[src/rtl/afu_flr_responder.sv]
// afu_flr_responder
//  Function-side FLR endpoint for one AFU port. FLR requests for the owned PF
//  (and its VFs) are queued. Each one is then handled in turn:
//    1. gate the host TX stream at a packet boundary;
//    2. hold the PF or VF function reset for RST_CYCLES cycles;
//    3. return a one-cycle completion carrying the echoed request fields.
//  Optional macro: FLR_RESP_ERR_CNT_EN. When defined, err_cnt is a saturating
//  count of dropped requests and drain timeouts. When undefined, err_cnt is
//  tied to zero.
// Ports
//  clk, rst                   port clock, async active-high reset
//  flr_req_*                  FLR request strobe + pf/vf/vf_active (no backpressure)
//  flr_rsp_*                  FLR completion strobe + echoed fields
//  tx_tvalid/tready/tlast     monitored host TX handshake
//  tx_gate                    blocks new TX packets while an FLR is in progress
//  pf_flr_rst, vf_flr_rst     registered function resets
//  flr_busy                   FLR in progress or requests pending
//  err_cnt                    error counter
module afu_flr_responder #(
  parameter int PF_NUM         = 0,
  parameter int NUM_VF         = 4,
  parameter int REQ_FIFO_DEPTH = 4,
  parameter int RST_CYCLES     = 64,
  parameter int DRAIN_TIMEOUT  = 1024
) (
  input  logic              clk,
  input  logic              rst,
  input  logic              flr_req_valid,
  input  logic [2:0]        flr_req_pf,
  input  logic [10:0]       flr_req_vf,
  input  logic              flr_req_vf_active,
  output logic              flr_rsp_valid,
  output logic [2:0]        flr_rsp_pf,
  output logic [10:0]       flr_rsp_vf,
  output logic              flr_rsp_vf_active,
  input  logic              tx_tvalid,
  input  logic              tx_tready,
  input  logic              tx_tlast,
  output logic              tx_gate,
  output logic              pf_flr_rst,
  output logic [NUM_VF-1:0] vf_flr_rst,
  output logic              flr_busy,
  output logic [15:0]       err_cnt
);
  localparam int AW   = $clog2(REQ_FIFO_DEPTH);
  localparam int TMAX = (DRAIN_TIMEOUT > RST_CYCLES) ? DRAIN_TIMEOUT : RST_CYCLES;
  localparam int CW   = $clog2(TMAX);

  typedef struct packed {
    logic [2:0]  pf;
    logic [10:0] vf;
    logic        vf_active;
  } flr_req_t;

  typedef enum logic [1:0] {S_IDLE, S_DRAIN, S_RESET, S_RESP} state_t;

  state_t            state_q, state_d;
  flr_req_t          req_q, req_d;
  logic [CW-1:0]     cnt_q, cnt_d;
  logic              gate_q, gate_d;
  logic              pf_rst_q, pf_rst_d;
  logic [NUM_VF-1:0] vf_rst_q, vf_rst_d, vf_onehot;
  logic              rsp_q, rsp_d;
  logic              in_pkt_q;
  logic              pop, timeout;

  // ---------------- request filter + FIFO ----------------
  flr_req_t          mem_q [REQ_FIFO_DEPTH];
  logic [AW-1:0]     wr_ptr_q, rd_ptr_q;
  logic [AW:0]       count_q;
  logic              req_match, fifo_full, fifo_empty, push, filt_drop, full_drop;

  assign req_match  = (flr_req_pf == 3'(PF_NUM)) &&
                      (!flr_req_vf_active || (flr_req_vf < 11'(NUM_VF)));
  assign fifo_full  = (count_q == (AW+1)'(REQ_FIFO_DEPTH));
  assign fifo_empty = (count_q == '0);
  assign push       = flr_req_valid & req_match & ~fifo_full;
  assign filt_drop  = flr_req_valid & ~req_match;
  assign full_drop  = flr_req_valid & req_match & fifo_full;

  always_ff @(posedge clk) begin
    if (push) mem_q[wr_ptr_q] <= '{pf: flr_req_pf, vf: flr_req_vf, vf_active: flr_req_vf_active};
  end

  always_ff @(posedge clk or posedge rst) begin
    if (rst) begin
      wr_ptr_q <= '0;
      rd_ptr_q <= '0;
      count_q  <= '0;
    end else begin
      if (push) wr_ptr_q <= wr_ptr_q + AW'(1);
      if (pop)  rd_ptr_q <= rd_ptr_q + AW'(1);
      count_q <= count_q + (AW+1)'(push) - (AW+1)'(pop);
    end
  end

  // ---------------- TX packet tracker ----------------
  always_ff @(posedge clk or posedge rst) begin
    if (rst)                                     in_pkt_q <= 1'b0;
    else if (tx_tvalid && tx_tready && !tx_tlast) in_pkt_q <= 1'b1;
    else if (tx_tvalid && tx_tready &&  tx_tlast) in_pkt_q <= 1'b0;
  end

  // ---------------- FSM ----------------
  always_comb begin
    vf_onehot = '0;
    for (int i = 0; i < NUM_VF; i++) vf_onehot[i] = (req_q.vf == 11'(i));
  end

  always_comb begin
    state_d  = state_q;
    req_d    = req_q;
    cnt_d    = cnt_q;
    gate_d   = gate_q;
    pf_rst_d = pf_rst_q;
    vf_rst_d = vf_rst_q;
    rsp_d    = 1'b0;
    pop      = 1'b0;
    timeout  = 1'b0;
    case (state_q)
      S_IDLE: if (!fifo_empty) begin
        pop     = 1'b1;
        req_d   = mem_q[rd_ptr_q];
        gate_d  = 1'b1;
        cnt_d   = '0;
        state_d = S_DRAIN;
      end
      S_DRAIN: begin
        // A clean boundary takes priority over a coincident timeout.
        timeout = in_pkt_q && (cnt_q == CW'(DRAIN_TIMEOUT - 1));
        if (!in_pkt_q || timeout) begin
          cnt_d    = '0;
          pf_rst_d = ~req_q.vf_active;
          vf_rst_d = req_q.vf_active ? vf_onehot : '0;
          state_d  = S_RESET;
        end else begin
          cnt_d = cnt_q + CW'(1);
        end
      end
      S_RESET: begin
        if (cnt_q == CW'(RST_CYCLES - 1)) begin
          pf_rst_d = 1'b0;
          vf_rst_d = '0;
          rsp_d    = 1'b1;
          state_d  = S_RESP;
        end else begin
          cnt_d = cnt_q + CW'(1);
        end
      end
      S_RESP: begin
        gate_d  = 1'b0;
        state_d = S_IDLE;
      end
      default: state_d = S_IDLE;
    endcase
  end

  always_ff @(posedge clk or posedge rst) begin
    if (rst) begin
      state_q  <= S_IDLE;
      req_q    <= '0;
      cnt_q    <= '0;
      gate_q   <= 1'b0;
      pf_rst_q <= 1'b0;
      vf_rst_q <= '0;
      rsp_q    <= 1'b0;
    end else begin
      state_q  <= state_d;
      req_q    <= req_d;
      cnt_q    <= cnt_d;
      gate_q   <= gate_d;
      pf_rst_q <= pf_rst_d;
      vf_rst_q <= vf_rst_d;
      rsp_q    <= rsp_d;
    end
  end

  assign tx_gate           = gate_q;
  assign pf_flr_rst        = pf_rst_q;
  assign vf_flr_rst        = vf_rst_q;
  assign flr_rsp_valid     = rsp_q;
  assign flr_rsp_pf        = req_q.pf;
  assign flr_rsp_vf        = req_q.vf;
  assign flr_rsp_vf_active = req_q.vf_active;
  assign flr_busy          = (state_q != S_IDLE) | ~fifo_empty;

  // ---------------- error counter ----------------
`ifdef FLR_RESP_ERR_CNT_EN
  logic [15:0] err_cnt_q;
  logic [1:0]  err_inc;
  logic [16:0] err_sum;
  // filt_drop and full_drop are exclusive, so at most +2 per cycle.
  assign err_inc = 2'(filt_drop) + 2'(full_drop) + 2'(timeout);
  assign err_sum = {1'b0, err_cnt_q} + 17'(err_inc);
  always_ff @(posedge clk or posedge rst) begin
    if (rst) err_cnt_q <= '0;
    else     err_cnt_q <= err_sum[16] ? 16'hFFFF : err_sum[15:0];
  end
  assign err_cnt = err_cnt_q;
`else
  logic unused_err;
  assign unused_err = filt_drop ^ full_drop ^ timeout;
  assign err_cnt    = 16'h0;
`endif
endmodule
[config.mk]
export PLATFORM = sky130hd
export DESIGN_NAME = afu_flr_responder
export DESIGN_NICKNAME = d
export VERILOG_FILES = /design/src/rtl/afu_flr_responder.sv
export SDC_FILE = /design/constraint.sdc
export NUM_CORES = 1
export LEC_CHECK = 0
export ABC_AREA = 1
export ABC_CLOCK_PERIOD_IN_PS = 3700
export CORE_UTILIZATION = 55
export DETAILED_ROUTE_END_ITERATION = 6
export GPL_TIMING_DRIVEN = 0
export PLACE_DENSITY = 0.79
export SLEW_MARGIN = 20
export SYNTH_ARGS = -nofsm -noshare
export SYNTH_HDL_FRONTEND = slang
export SYNTH_SLANG_ARGS = --single-unit
[constraint.sdc]
create_clock -name clk -period 3.7 [get_ports clk]
set_input_delay 0.74 -clock clk [delete_from_list [all_inputs] [get_ports clk]]
set_output_delay 0.74 -clock clk [all_outputs]
set_load 0.03 [all_outputs]
==> impl_metrics.py <==
metrics = {
    "timing": {
        "finalHoldViolCount": 0,
        "fin_skew_ns": 0.01513,
        "whs_ns": 0.4820,
        "slew_headroom_pct": 42.14,
        "finalCritPeriodShare_pct": 87.95,
        "tightestPinTransition_ns": 0.8670,
        "setup_violations": 0,
        "fmax_mhz": 307.3,
        "rsz0062_at_grt": "false",
        "slew_violations": 0,
        "post-route-min-period_ns": 3.254,
    },
    "floorplan": {
        "coreArea_um2": 8217,
        "die_x_um": 94.01,
        "fp-row-count": 33,
        "die_area_um2": 8837,
        "die_h_um": 94.01,
        "ios": 60,
        "start_util_pct": 56.66,
    },
    "synthesis": {
        "yosysWarnings": 0,
        "netlist_area_um2": 4656,
        "synth.top_cells.by_count": "nor2_1, nand2_1, edfxtp_1",
        "synth.top_cell.area_share_pct": 38.70,
        "synth_edf_count": 60,
        "synth_cell_types": 35,
        "synth_cells": 448,
        "async_flop_share_pct": 41.18,
        "synth_seq_area_share_pct": 61.27,
        "synth_area_leaders": "edfxtp_1, dfrtp_1, nor2_1",
        "synthFlopType": "edfxtp_1",
        "yosysMostFrequentCell": "nor2_1",
        "syn_area_per_cell_um2": 10.39,
        "synth_area_leader_cell": "edfxtp_1",
        "ys_ff_latch": 102,
    },
    "cells_and_area": {
        "syn_to_final_growth_pct": 19.54,
        "drive_above_1_share_pct": 12.55,
        "layout.nets": 554,
        "final_area_um2": 5565,
        "num_antenna_cells": 0,
    },
    "global_route": {
        "grt_util_met3_pct": 5.583,
        "grt_usage_pct": 22.96,
        "grt_pass1_wl_um": 14950,
        "antenna_found_initial": 0,
        "grt_pass1_vias": 3133,
        "grt_max_degree": 35,
        "grt_util_met1_pct": 29.49,
        "use_met2_pct": 37.17,
        "grt_most_used_layer": "met2",
        "grt-ovfl-total": 0,
    },
    "worst_setup_path": {
        "crit_fanout": 7,
        "critPathKind": "in2reg",
        "start_kind": "input pin",
        "slowest_stage": "clkdlybuf4s50_1",
        "r2r_start": "state_q[0]",
        "arrival_ns": 3.51,
        "max_stage_delay_ns": 0.48,
        "end_kind": "register",
        "required_ns": 3.96,
        "crit_start": "flr_req_vf[5]",
        "path_common_cell": "ha_1",
        "path_cells": "clkdlybuf4s50_1 > nor2_1 > nand4_1 > o21ai_0 > nand2_1 > ha_1 > inv_1 > ha_1 > fa_1 > xnor2_1 > xor2_1",
    },
    "drt": {
        "drtIter0Drc": 185,
        "ant_nets": 0,
        "wl_per_cell_um": 14.89,
        "drc": 0,
        "wl_um": 9398,
        "drt_pass1_iterations": 5,
        "vias_per_cell": 5.193,
        "vias": 3277,
    },
    "clock_tree": {
        "holdBufCountCts": 0,
        "clock_sinks": 102,
        "cts_buffers": 9,
        "clk_pin_slew_ns": 0.10,
        "worstSkewPairLatency_ns": 0.38,
        "ctsResizeCount": 0,
        "cts_tree": "done",
        "clockRootBuffer": "clkbuf_8",
        "cts.path.max_buffers": 2,
        "htreeDepth": 3,
        "post_cts_buffers": 0,
    },
    "pwr": {
        "p_per_area_nw_per_um2": 699.1,
        "max-vdd-ir-drop_mv": 0.3479,
        "p_leak_nw": 2.338,
    },
    "status": {
        "outcome": "completed",
    },
    "worst_hold_path": {
        "hp-start": "vf_flr_rst[3]",
        "hold_class": "reg2reg",
    },
    "placement": {
        "io_buffers": 43,
        "globalplace.congestion": 0.8566,
        "hpwlAfterDp_um": 6735,
        "place_area_um2": 5345,
    },
    "job": {
        "max_cap_viol_count": 0,
    },
}
sequential cells by signal (all words and copies together) (netlist names):
signal,cells
cnt_q,10
count_q,3
flr_rsp_pf,3
flr_rsp_valid,1
flr_rsp_vf,11
flr_rsp_vf_active,1
in_pkt_q,1
mem_q,60
pf_flr_rst,1
rd_ptr_q,2
state_q,2
tx_gate,1
vf_flr_rst,4
wr_ptr_q,2
worst paths after layout:
path                                  to  slack [ns]  cells past startpoint
hold reg to reg            vf_flr_rst[3]        0.48                      2
setup reg to reg              count_q[2]        1.20                     11
min in group asynchronous  flr_rsp_vf[9]        0.59                      2
hold / removal             vf_flr_rst[3]        0.48                      2
max in group asynchronous       cnt_q[3]        2.64                      3
setup / recovery              count_q[2]        0.45                     11
per-stage QoR:
step | power [mW] | utilization, % | setup slack, ns | setup TNS [ns] | cells
after floorplan | 2.643 | - | 1.005 | 0 | 463
after global placement | 3.114 | 64.18 | -0.07291 | -1.733 | 611
after detailed placement | 3.185 | 65.05 | 0.07049 | 0 | 615
after CTS | 3.906 | 67.73 | 0.4683 | 0 | 631
after global routing | 4.127 | 67.73 | 0.2672 | 0 | 631
final | 3.891 | 67.73 | 0.4457 | 0 | 631
power breakdown:
part,internal [mW],switching [mW],total [mW],leakage (nW)
clock network,0.279,0.443,0.721,0.109
registers,1.38,0.133,1.51,1.07
logic,0.582,1.08,1.66,1.16
critical path: cells and delay by family:
| kind | cells | cell delay, ns |
|---|---|---|
| and+or+nand+nor | 3 | 0.62 |
| AOI/OAI and AO/OA | 1 | 0.41 |
| buffers and inverters | 2 | 0.52 |
| xor gates and xnor gates | 2 | 0.28 |
| adders and majority gates | 3 | 0.94 |
logic make-up after synthesis:
family	after synthesis	synth area share, %
simple gates	189	18.92
flops	102	61.27
fa+ha+maj	12	3.386
buf+inv	75	7.713
other cells	1	0.08055
compound gates	64	7.686
xor+xnor	5	0.9406
cell usage in the layout, fill, tap and decap left out, types with 2 or more instances in the layout:
master	instances
ha_1	11
buf_6	2
inv_2	2
nor2_2	5
buf_2	3
dfrtp_1	42
nand3_4	2
xor2_1	4
a21oi_1	2
o22ai_1	9
nand2_4	6
buf_8	2
buf_4	17
inv_8	2
clkdlybuf4s50_1	43
conb_1	16
edfxtp_1	60
clkbuf_1	8
nand2_2	3
nand2_1	62
nor2_1	76
nand3_1	17
o21ai_0	43
inv_1	43
clkinv_8	4
nand4_1	8
a31oi_1	7
clkbuf_8	9
nor3_1	5
layer usage:
metal  vias to the layer above  wire, um  share of wire, %
met5                         -         0                 0
met4                         0       176               1.9
met3                        17       582               6.2
met2                       115      4532                48
met1                      1532      4105                44
li1                       1613         -                 -
cell type report:
cell class	count	area, um2
Fill cell	628	2651
Timing Repair Buffer	47	491.7
Tap cell	105	131.4
Sequential cell	102	2853
Clock inverter	7	96.34
Buffer	29	183.9
Multi-Input combinational cell	286	1510
Inverter	46	175.2
Clock buffer	9	123.9
Power figures use the tool's default switching activity.
